`src/rtl/adam_periph_uart_pkg.sv`:
```
// Shared types for the UART TX control path: config record, its reset value and the
// sequencer state encoding.
package adam_periph_uart_pkg;

   localparam int unsigned BAUD_W = 32;

   typedef struct packed {
      logic              parity_select;
      logic              parity_control;
      logic [3:0]        data_length;
      logic              stop_bits;
      logic [BAUD_W-1:0] baud_rate;
   } cfg_t;

   localparam cfg_t CFG_RST = '{
      parity_select:  1'b0,
      parity_control: 1'b0,
      data_length:    4'd8,
      stop_bits:      1'b0,
      baud_rate:      '0
   };

   typedef enum logic [2:0] {
      PAUSED,
      RUN,
      DRAIN_C,
      DRAIN_P,
      APPLY,
      RESUME
   } ctrl_state_t;

   // Reset config with the instance-specific baud divider folded in.
   function automatic cfg_t cfg_reset(input logic [BAUD_W-1:0] baud);
      cfg_t c;
      c           = CFG_RST;
      c.baud_rate = baud;
      return c;
   endfunction

endpackage

```
`src/rtl/adam_periph_uart_tx_fifo.sv`:
```
// Synchronous FIFO buffering words for the UART transmitter; head word is always visible
// on o_data, pops take effect on the next clock.
module adam_periph_uart_tx_fifo #(
   parameter int unsigned DATA_WIDTH = 32,
   parameter int unsigned FIFO_DEPTH = 8
) (
   input  logic                         i_clk,
   input  logic                         i_rst,
   input  logic                         i_push,
   input  logic [DATA_WIDTH-1:0]        i_data,
   input  logic                         i_pop,
   output logic [DATA_WIDTH-1:0]        o_data,
   output logic                         o_full,
   output logic                         o_empty,
   output logic [$clog2(FIFO_DEPTH):0]  o_count
);

   logic [DATA_WIDTH-1:0]          r_mem [FIFO_DEPTH];
   logic [$clog2(FIFO_DEPTH)-1:0]  r_wr_ptr;
   logic [$clog2(FIFO_DEPTH)-1:0]  r_rd_ptr;
   logic [$clog2(FIFO_DEPTH):0]    r_count;
   logic                           w_push;
   logic                           w_pop;

   assign o_full  = (r_count == FIFO_DEPTH[$clog2(FIFO_DEPTH):0]);
   assign o_empty = (r_count == '0);
   assign o_count = r_count;
   assign o_data  = r_mem[r_rd_ptr];
   assign w_push  = i_push && !o_full;
   assign w_pop   = i_pop && !o_empty;

   // Storage carries no reset; only pointers and occupancy define validity.
   always_ff @(posedge i_clk) begin
      if (w_push) begin
         r_mem[r_wr_ptr] <= i_data;
      end
   end

   always_ff @(posedge i_clk) begin
      if (i_rst) begin
         r_wr_ptr <= '0;
         r_rd_ptr <= '0;
         r_count  <= '0;
      end else begin
         if (w_push) begin
            r_wr_ptr <= r_wr_ptr + 1'b1;
         end
         if (w_pop) begin
            r_rd_ptr <= r_rd_ptr + 1'b1;
         end
         case ({w_push, w_pop})
            2'b10:   r_count <= r_count + 1'b1;
            2'b01:   r_count <= r_count - 1'b1;
            default: r_count <= r_count;
         endcase
      end
   end

endmodule

```
`src/rtl/adam_periph_uart_tx_ctrl.sv`:
```
// Sequencer between the UART register file and the TX datapath: buffers words, feeds TX
// through valid/ready, and changes config only while TX is paused.
module adam_periph_uart_tx_ctrl
   import adam_periph_uart_pkg::*;
#(
   parameter int unsigned           DATA_WIDTH = 32,
   parameter int unsigned           FIFO_DEPTH = 8,
   parameter logic [DATA_WIDTH-1:0] RST_BAUD   = '0
) (
   input  logic                         i_clk,
   input  logic                         i_rst,
   input  logic                         i_pause_req,
   output logic                         o_pause_ack,
   output logic                         o_tx_pause_req,
   input  logic                         i_tx_pause_ack,
   input  cfg_t                         i_cfg,
   input  logic                         i_cfg_valid,
   output logic                         o_cfg_ready,
   output cfg_t                         o_cfg,
   input  logic [DATA_WIDTH-1:0]        i_wr_data,
   input  logic                         i_wr_valid,
   output logic                         o_wr_ready,
   output logic [DATA_WIDTH-1:0]        o_tx_data,
   output logic                         o_tx_valid,
   input  logic                         i_tx_ready,
   output logic [$clog2(FIFO_DEPTH):0]  o_fifo_count,
   output logic                         o_busy
);

   ctrl_state_t r_state;
   ctrl_state_t w_state_nxt;
   logic        r_pause_ack;
   logic        r_tx_pause_req;
   cfg_t        r_cfg;
   logic        w_apply;
   logic        w_full;
   logic        w_empty;

   adam_periph_uart_tx_fifo #(
      .DATA_WIDTH (DATA_WIDTH),
      .FIFO_DEPTH (FIFO_DEPTH)
   ) u_fifo (
      .i_clk   (i_clk),
      .i_rst   (i_rst),
      .i_push  (i_wr_valid),
      .i_data  (i_wr_data),
      .i_pop   (o_tx_valid && i_tx_ready),
      .o_data  (o_tx_data),
      .o_full  (w_full),
      .o_empty (w_empty),
      .o_count (o_fifo_count)
   );

   // tx_valid tracks FIFO occupancy; the head only moves on a completed handshake, so
   // valid and data stay stable for the whole frame.
   assign o_tx_valid     = !w_empty;
   assign o_wr_ready     = !w_full;
   assign o_busy         = !w_empty;
   assign o_pause_ack    = r_pause_ack;
   assign o_tx_pause_req = r_tx_pause_req;
   assign o_cfg          = r_cfg;
   assign o_cfg_ready    = w_apply;

   always_comb begin
      w_state_nxt = r_state;
      w_apply     = 1'b0;
      case (r_state)
         RUN: begin
            if (i_pause_req) begin
               w_state_nxt = DRAIN_P;
            end else if (i_cfg_valid) begin
               w_state_nxt = DRAIN_C;
            end
         end
         DRAIN_C: begin
            if (i_tx_pause_ack) begin
               w_state_nxt = APPLY;
            end
         end
         DRAIN_P: begin
            if (i_tx_pause_ack) begin
               w_state_nxt = PAUSED;
            end
         end
         APPLY: begin
            w_apply     = 1'b1;
            w_state_nxt = i_pause_req ? PAUSED : RESUME;
         end
         PAUSED: begin
            w_apply = i_cfg_valid && i_tx_pause_ack;
            if (!i_pause_req) begin
               w_state_nxt = RESUME;
            end
         end
         RESUME: begin
            if (i_pause_req) begin
               w_state_nxt = DRAIN_P;
            end else if (!i_tx_pause_ack) begin
               w_state_nxt = RUN;
            end
         end
         default: w_state_nxt = PAUSED;
      endcase
   end

   // Handshake outputs are registered from the next state so they change with it.
   always_ff @(posedge i_clk) begin
      if (i_rst) begin
         r_state        <= PAUSED;
         r_pause_ack    <= 1'b1;
         r_tx_pause_req <= 1'b1;
         r_cfg          <= cfg_reset(BAUD_W'(RST_BAUD));
      end else begin
         r_state        <= w_state_nxt;
         r_pause_ack    <= (w_state_nxt == PAUSED);
         r_tx_pause_req <= (w_state_nxt != RUN) && (w_state_nxt != RESUME);
         if (w_apply) begin
            r_cfg <= i_cfg;
         end
      end
   end

endmodule

```
`config.mk`:
```
export PLATFORM = sky130hd
export DESIGN_NAME = adam_periph_uart_tx_ctrl
export DESIGN_NICKNAME = d
export VERILOG_FILES = /design/src/rtl/adam_periph_uart_pkg.sv /design/src/rtl/adam_periph_uart_tx_fifo.sv /design/src/rtl/adam_periph_uart_tx_ctrl.sv
export SDC_FILE = /design/constraint.sdc
export NUM_CORES = 1
export LEC_CHECK = 0
export BUFFER_PORTS_ARGS = -buffer_cell sky130_fd_sc_hd__buf_2
export CAP_MARGIN = 20
export CELL_PAD_IN_SITES_DETAIL_PLACEMENT = 2
export CELL_PAD_IN_SITES_GLOBAL_PLACEMENT = 2
export CORE_AREA = 3 3 187 226
export CTS_CLUSTER_SIZE = 24
export DETAILED_ROUTE_END_ITERATION = 10
export DIE_AREA = 0 0 190 229
export PLACE_DENSITY_LB_ADDON = 0.3
export SYNTH_ARGS = -nofsm -noshare
export SYNTH_HDL_FRONTEND = slang
export SYNTH_SLANG_ARGS = --single-unit
export TNS_END_PERCENT = 100
```
`constraint.sdc`:
```
create_clock -name i_clk -period 5.5 [get_ports i_clk]
set_input_delay 0.55 -clock i_clk [delete_from_list [all_inputs] [get_ports i_clk]]
set_output_delay 0.55 -clock i_clk [all_outputs]
set_load 0.02 [all_outputs]
```
==> report_table.html <==
<table>
<tr><th>Metric</th><th>Value</th></tr>
<tr><th colspan="2">Global routing</th></tr>
<tr><td>Global-route wire length before repair</td><td>45300 µm</td></tr>
<tr><td>Pin count of the biggest net entering global routing</td><td>65</td></tr>
<tr><td>Number of antenna violations at the first check in global routing</td><td>4</td></tr>
<tr><td>Remaining Overflow, GRT</td><td>0</td></tr>
<tr><td>Gr usage total</td><td>0.136</td></tr>
<tr><td>Vias in the first global route</td><td>7193</td></tr>
<tr><th colspan="2">Route</th></tr>
<tr><td>Final WL</td><td>29700 µm</td></tr>
<tr><td>Post-DRT Antenna Nets</td><td>0</td></tr>
<tr><td>Number of detailed-routing iterations run before antenna repair</td><td>4</td></tr>
<tr><td>DRC violations left</td><td>0</td></tr>
<tr><td>Average routed wire per standard cell</td><td>around 21 µm</td></tr>
<tr><td>Total number of vias</td><td>6451</td></tr>
<tr><td>Number of DRC violations after detailed-routing iteration 0</td><td>294</td></tr>
<tr><td>Routed via count divided by cell count</td><td>4.64</td></tr>
<tr><th colspan="2">STA</th></tr>
<tr><td>Max Clock Freq</td><td>287 MHz</td></tr>
<tr><td>Worst setup slack after layout</td><td>2.01 ns</td></tr>
<tr><td>Final setup skew</td><td>0.0157 ns</td></tr>
<tr><td>Fin. max-slew vios</td><td>0</td></tr>
<tr><td>Setup repair after global routing missed its margin</td><td>false</td></tr>
<tr><td>Final setup viols</td><td>0</td></tr>
<tr><td>Worst rel slew slack</td><td>0.376</td></tr>
<tr><td>Post-route clock period utilization</td><td>0.635</td></tr>
<tr><td>Shortest clock period the worst path allows after layout</td><td>3.49 ns</td></tr>
<tr><td>Worst Tran Pin Value</td><td>0.936 ns</td></tr>
<tr><td>Total Negative Setup Slacks</td><td>0 ns</td></tr>
<tr><td>Fin. Hold Viols</td><td>0</td></tr>
<tr><th colspan="2">Clocking</th></tr>
<tr><td>TritonCTS clock tree</td><td>done</td></tr>
<tr><td>Buffers from clock root to sink, at most</td><td>3</td></tr>
<tr><td>Clock insertion delay at the later pin of the skew report</td><td>0.53 ns</td></tr>
<tr><td>Number of gates resized after cts</td><td>0</td></tr>
<tr><td>Clock transition time at the flip-flop clock pins of the worst setup and hold paths</td><td>0.05 ns</td></tr>
<tr><td>Number of clock sinks</td><td>roughly 310</td></tr>
<tr><td>TritonCTS Buffers</td><td>36</td></tr>
<tr><td># Post-CTS Setup Buffers</td><td>0</td></tr>
<tr><td>Hold-fix buffers, CTS</td><td>0</td></tr>
<tr><td>H-tree levels</td><td>2</td></tr>
<tr><td>Root cell of the clock tree</td><td>clkbuf_16</td></tr>
<tr><th colspan="2">Cells and area</th></tr>
<tr><td>Most used cells in the layout excluding fill and tap cells</td><td>edfxtp_1, buf_2, nand2_1</td></tr>
<tr><td>Layout cells sized above 1</td><td>0.352</td></tr>
<tr><td>Nets@finish</td><td>906</td></tr>
<tr><td>Synthesis-to-layout area growth</td><td>21.4%</td></tr>
<tr><td>Commonest non-fill, non-tap cell in the layout</td><td>edfxtp_1</td></tr>
<tr><td>Final instance count without filler cells</td><td>between 1000 and 1500</td></tr>
<tr><th colspan="2">Synthesis</th></tr>
<tr><td>Synth top area share</td><td>0.640</td></tr>
<tr><td>Main synth FF type</td><td>edfxtp_1</td></tr>
<tr><td>Share of async-settable or async-resettable flops after synthesis</td><td>0</td></tr>
<tr><td>Total number of yosys warnings</td><td>0</td></tr>
<tr><td>Post-Synthesis Cell Area</td><td>12000 µm²</td></tr>
<tr><td>Number of enable-type register cells in the synthesized netlist</td><td>256</td></tr>
<tr><td>Cells after synthesis</td><td>646</td></tr>
<tr><td>Total nets after synthesis</td><td>729</td></tr>
<tr><td>Cell type contributing the most total cell area after synthesis</td><td>edfxtp_1</td></tr>
<tr><td>Leading cell types by total area after synthesis</td><td>edfxtp_1, dfxtp_1, mux4_1</td></tr>
<tr><td>Register area share after synthesis</td><td>0.735</td></tr>
<tr><td>Mean cell area of the mapped netlist</td><td>18.6 µm²</td></tr>
<tr><td>Synthesis-stage register bit count</td><td>313</td></tr>
<tr><td>Count of distinct cell types in the synthesized netlist</td><td>35</td></tr>
<tr><th colspan="2">Power and ir drop</th></tr>
<tr><td>Switching power as a share of total power</td><td>0.272</td></tr>
<tr><td>Internal Dissipation</td><td>0.00459 W</td></tr>
<tr><td>Switching component of the power</td><td>0.00171 W</td></tr>
<tr><td>Power Dens Cells</td><td>432 nW/µm²</td></tr>
<tr><td>Clock share of power</td><td>0.364</td></tr>
<tr><td>Sequential fraction of design power</td><td>0.455</td></tr>
<tr><td>Logic gate share of total power</td><td>0.180</td></tr>
<tr><td>Highest ir drop seen on vdd</td><td>148 µV</td></tr>
<tr><td>Static Leak</td><td>5.06 nW</td></tr>
<tr><th colspan="2">Worst setup path</th></tr>
<tr><td>Critical path class</td><td>reg2out</td></tr>
<tr><td>Minimum setup slack among reg-to-reg paths</td><td>2.74 ns</td></tr>
<tr><td>Required time of the critical path</td><td>4.95 ns</td></tr>
<tr><td>Endpoint arrival time on the critical path</td><td>2.94 ns</td></tr>
<tr><td>Setup crit end kind</td><td>primary output</td></tr>
<tr><td>Max stage delay on crit path</td><td>0.83 ns</td></tr>
<tr><td>CP max-delay cell</td><td>dfxtp_4</td></tr>
<tr><td>Sequence of cells on the critical path</td><td>buf_4 &gt; mux4_1 &gt; mux2_2 &gt; buf_2</td></tr>
<tr><td>Crit-path max FO</td><td>roughly 40</td></tr>
<tr><td>Crit start category</td><td>flop</td></tr>
<tr><th colspan="2">Place</th></tr>
<tr><td>Placer's final routability congestion estimate</td><td>approximately 0.67</td></tr>
<tr><td>Sum of net half-perimeters after detailed placement</td><td>18400 µm</td></tr>
<tr><td>Placed insts</td><td>1324</td></tr>
<tr><td>Dpl ws</td><td>around 2.4 ns</td></tr>
<tr><td>Quantity of I/O buffers inserted on ports</td><td>158</td></tr>
<tr><th colspan="2">Run</th></tr>
<tr><td>Count of max-cap constraint violations</td><td>0</td></tr>
<tr><th colspan="2">Floorplanning</th></tr>
<tr><td>Vertical extent of the die</td><td>between 200 and 250 µm</td></tr>
<tr><td>Total Die Area</td><td>43500 µm²</td></tr>
<tr><td>Core area</td><td>40400 µm²</td></tr>
<tr><td>Total I/O pin count</td><td>159</td></tr>
<tr><td>Die X-Extent</td><td>roughly 190 µm</td></tr>
<tr><td>Placement row count</td><td>a little over 80</td></tr>
<tr><td>Initial cell density of the core</td><td>0.297</td></tr>
<tr><th colspan="2">Hold path</th></tr>
<tr><td>Path type of the worst min-delay path</td><td>in2reg</td></tr>
<tr><th colspan="2">Run status</th></tr>
<tr><td>Outcome</td><td>finished, final reports clean</td></tr>
</table>
registers in the layout, indices dropped and copies added, names as in the netlist, named ones only:
register / flops
o_cfg: 39
r_state: 3
u_fifo.r_mem: 256
u_fifo.r_wr_ptr: 3
u_fifo.r_rd_ptr: 3
u_fifo.o_count: 4
o_pause_ack: 1
o_tx_pause_req: 1
critical path: cells and delay by family, from the launching register on:
family   cells  cell delay [ns]
mux          2             0.90
flops        1             0.83
buf+inv      2             0.67
power groups by stage:
stage          sequential, W  combinational, W  clock, W
2_1_floorplan        0.00285          0.000860         0
3_3_place_gp         0.00292           0.00114         0
3_5_place_dp         0.00293           0.00117         0
4_1_cts              0.00288           0.00117   0.00239
5_1_grt              0.00289           0.00124   0.00248
6_report             0.00287           0.00114   0.00229
synthesized netlist by cell type, drive strengths merged, types with 3 or more instances:
cell type,n
clkbuf,13
o21ai,6
mux2,33
nand2,87
edfxtp,256
mux4,64
nand2b,4
nor2,14
ha,5
dfxtp,57
nand3,5
buf,24
a21oi,47
xor2,7
inv,3
nor3,6
worst paths after layout:
check | from | end | cells past startpoint
min reg2reg | o_cfg[17]$_SDFFE_PP0P_ | o_cfg[17]$_SDFFE_PP0P_ | 2
min | i_cfg[36] | o_cfg[36]$_SDFFE_PP1P_ | 3
max | flop | o_tx_data[8] | 4
max reg2reg | u_fifo.o_count[1]$_SDFFE_PP0P_ | u_fifo.o_count[3]$_SDFFE_PP0P_ | 7
layer usage:
layer / GRT usage / vias to the layer above / share of wire
met5: 0 / - / 0.00044
met4: 0.0349 / 2 / 0.020
met3: 0.0409 / 49 / 0.064
met2: 0.237 / 189 / 0.51
met1: 0.164 / 3296 / 0.41
li1: - / 2915 / -
cell type report:
cell class	instances	area (µm²)
clock inverters	23	210
diodes	1	2.50
fillers	4018	25800
clock buffers	42	923
repair buffers	176	926
multi-input cells	293	3000
well taps	539	674
flip-flops and latches	313	8840
inverters	3	11.3
kinds of logic (layout without fill, tap and decap cells):
| kind of cell | after synthesis | in the layout | synth area share |
|---|---|---|---|
| flops | 313 | 313 | 0.735 |
| compound gates | 56 | 56 | 0.0242 |
| mux | 98 | 98 | 0.164 |
| simple gates | 127 | 127 | 0.0472 |
| buf+inv | 40 | 244 | 0.0192 |
| xor+xnor | 7 | 7 | 0.00510 |
| fa+ha+maj | 5 | 5 | 0.00521 |
| other cells | 0 | 1 | 0 |
metrics by stage:
step	instance area (µm²)	power (W)	hold slack (ns)	util
3_5_place_dp	13500	0.00410	0.447	0.333
4_1_cts	14600	0.00644	0.229	0.361
3_3_place_gp	13500	0.00406	0.439	0.333
5_1_grt	14600	0.00661	0.253	0.361
2_1_floorplan	12000	0.00371	0.454	-
6_report	14600	0.00630	0.254	0.361
(Power assumes the default switching activity.)
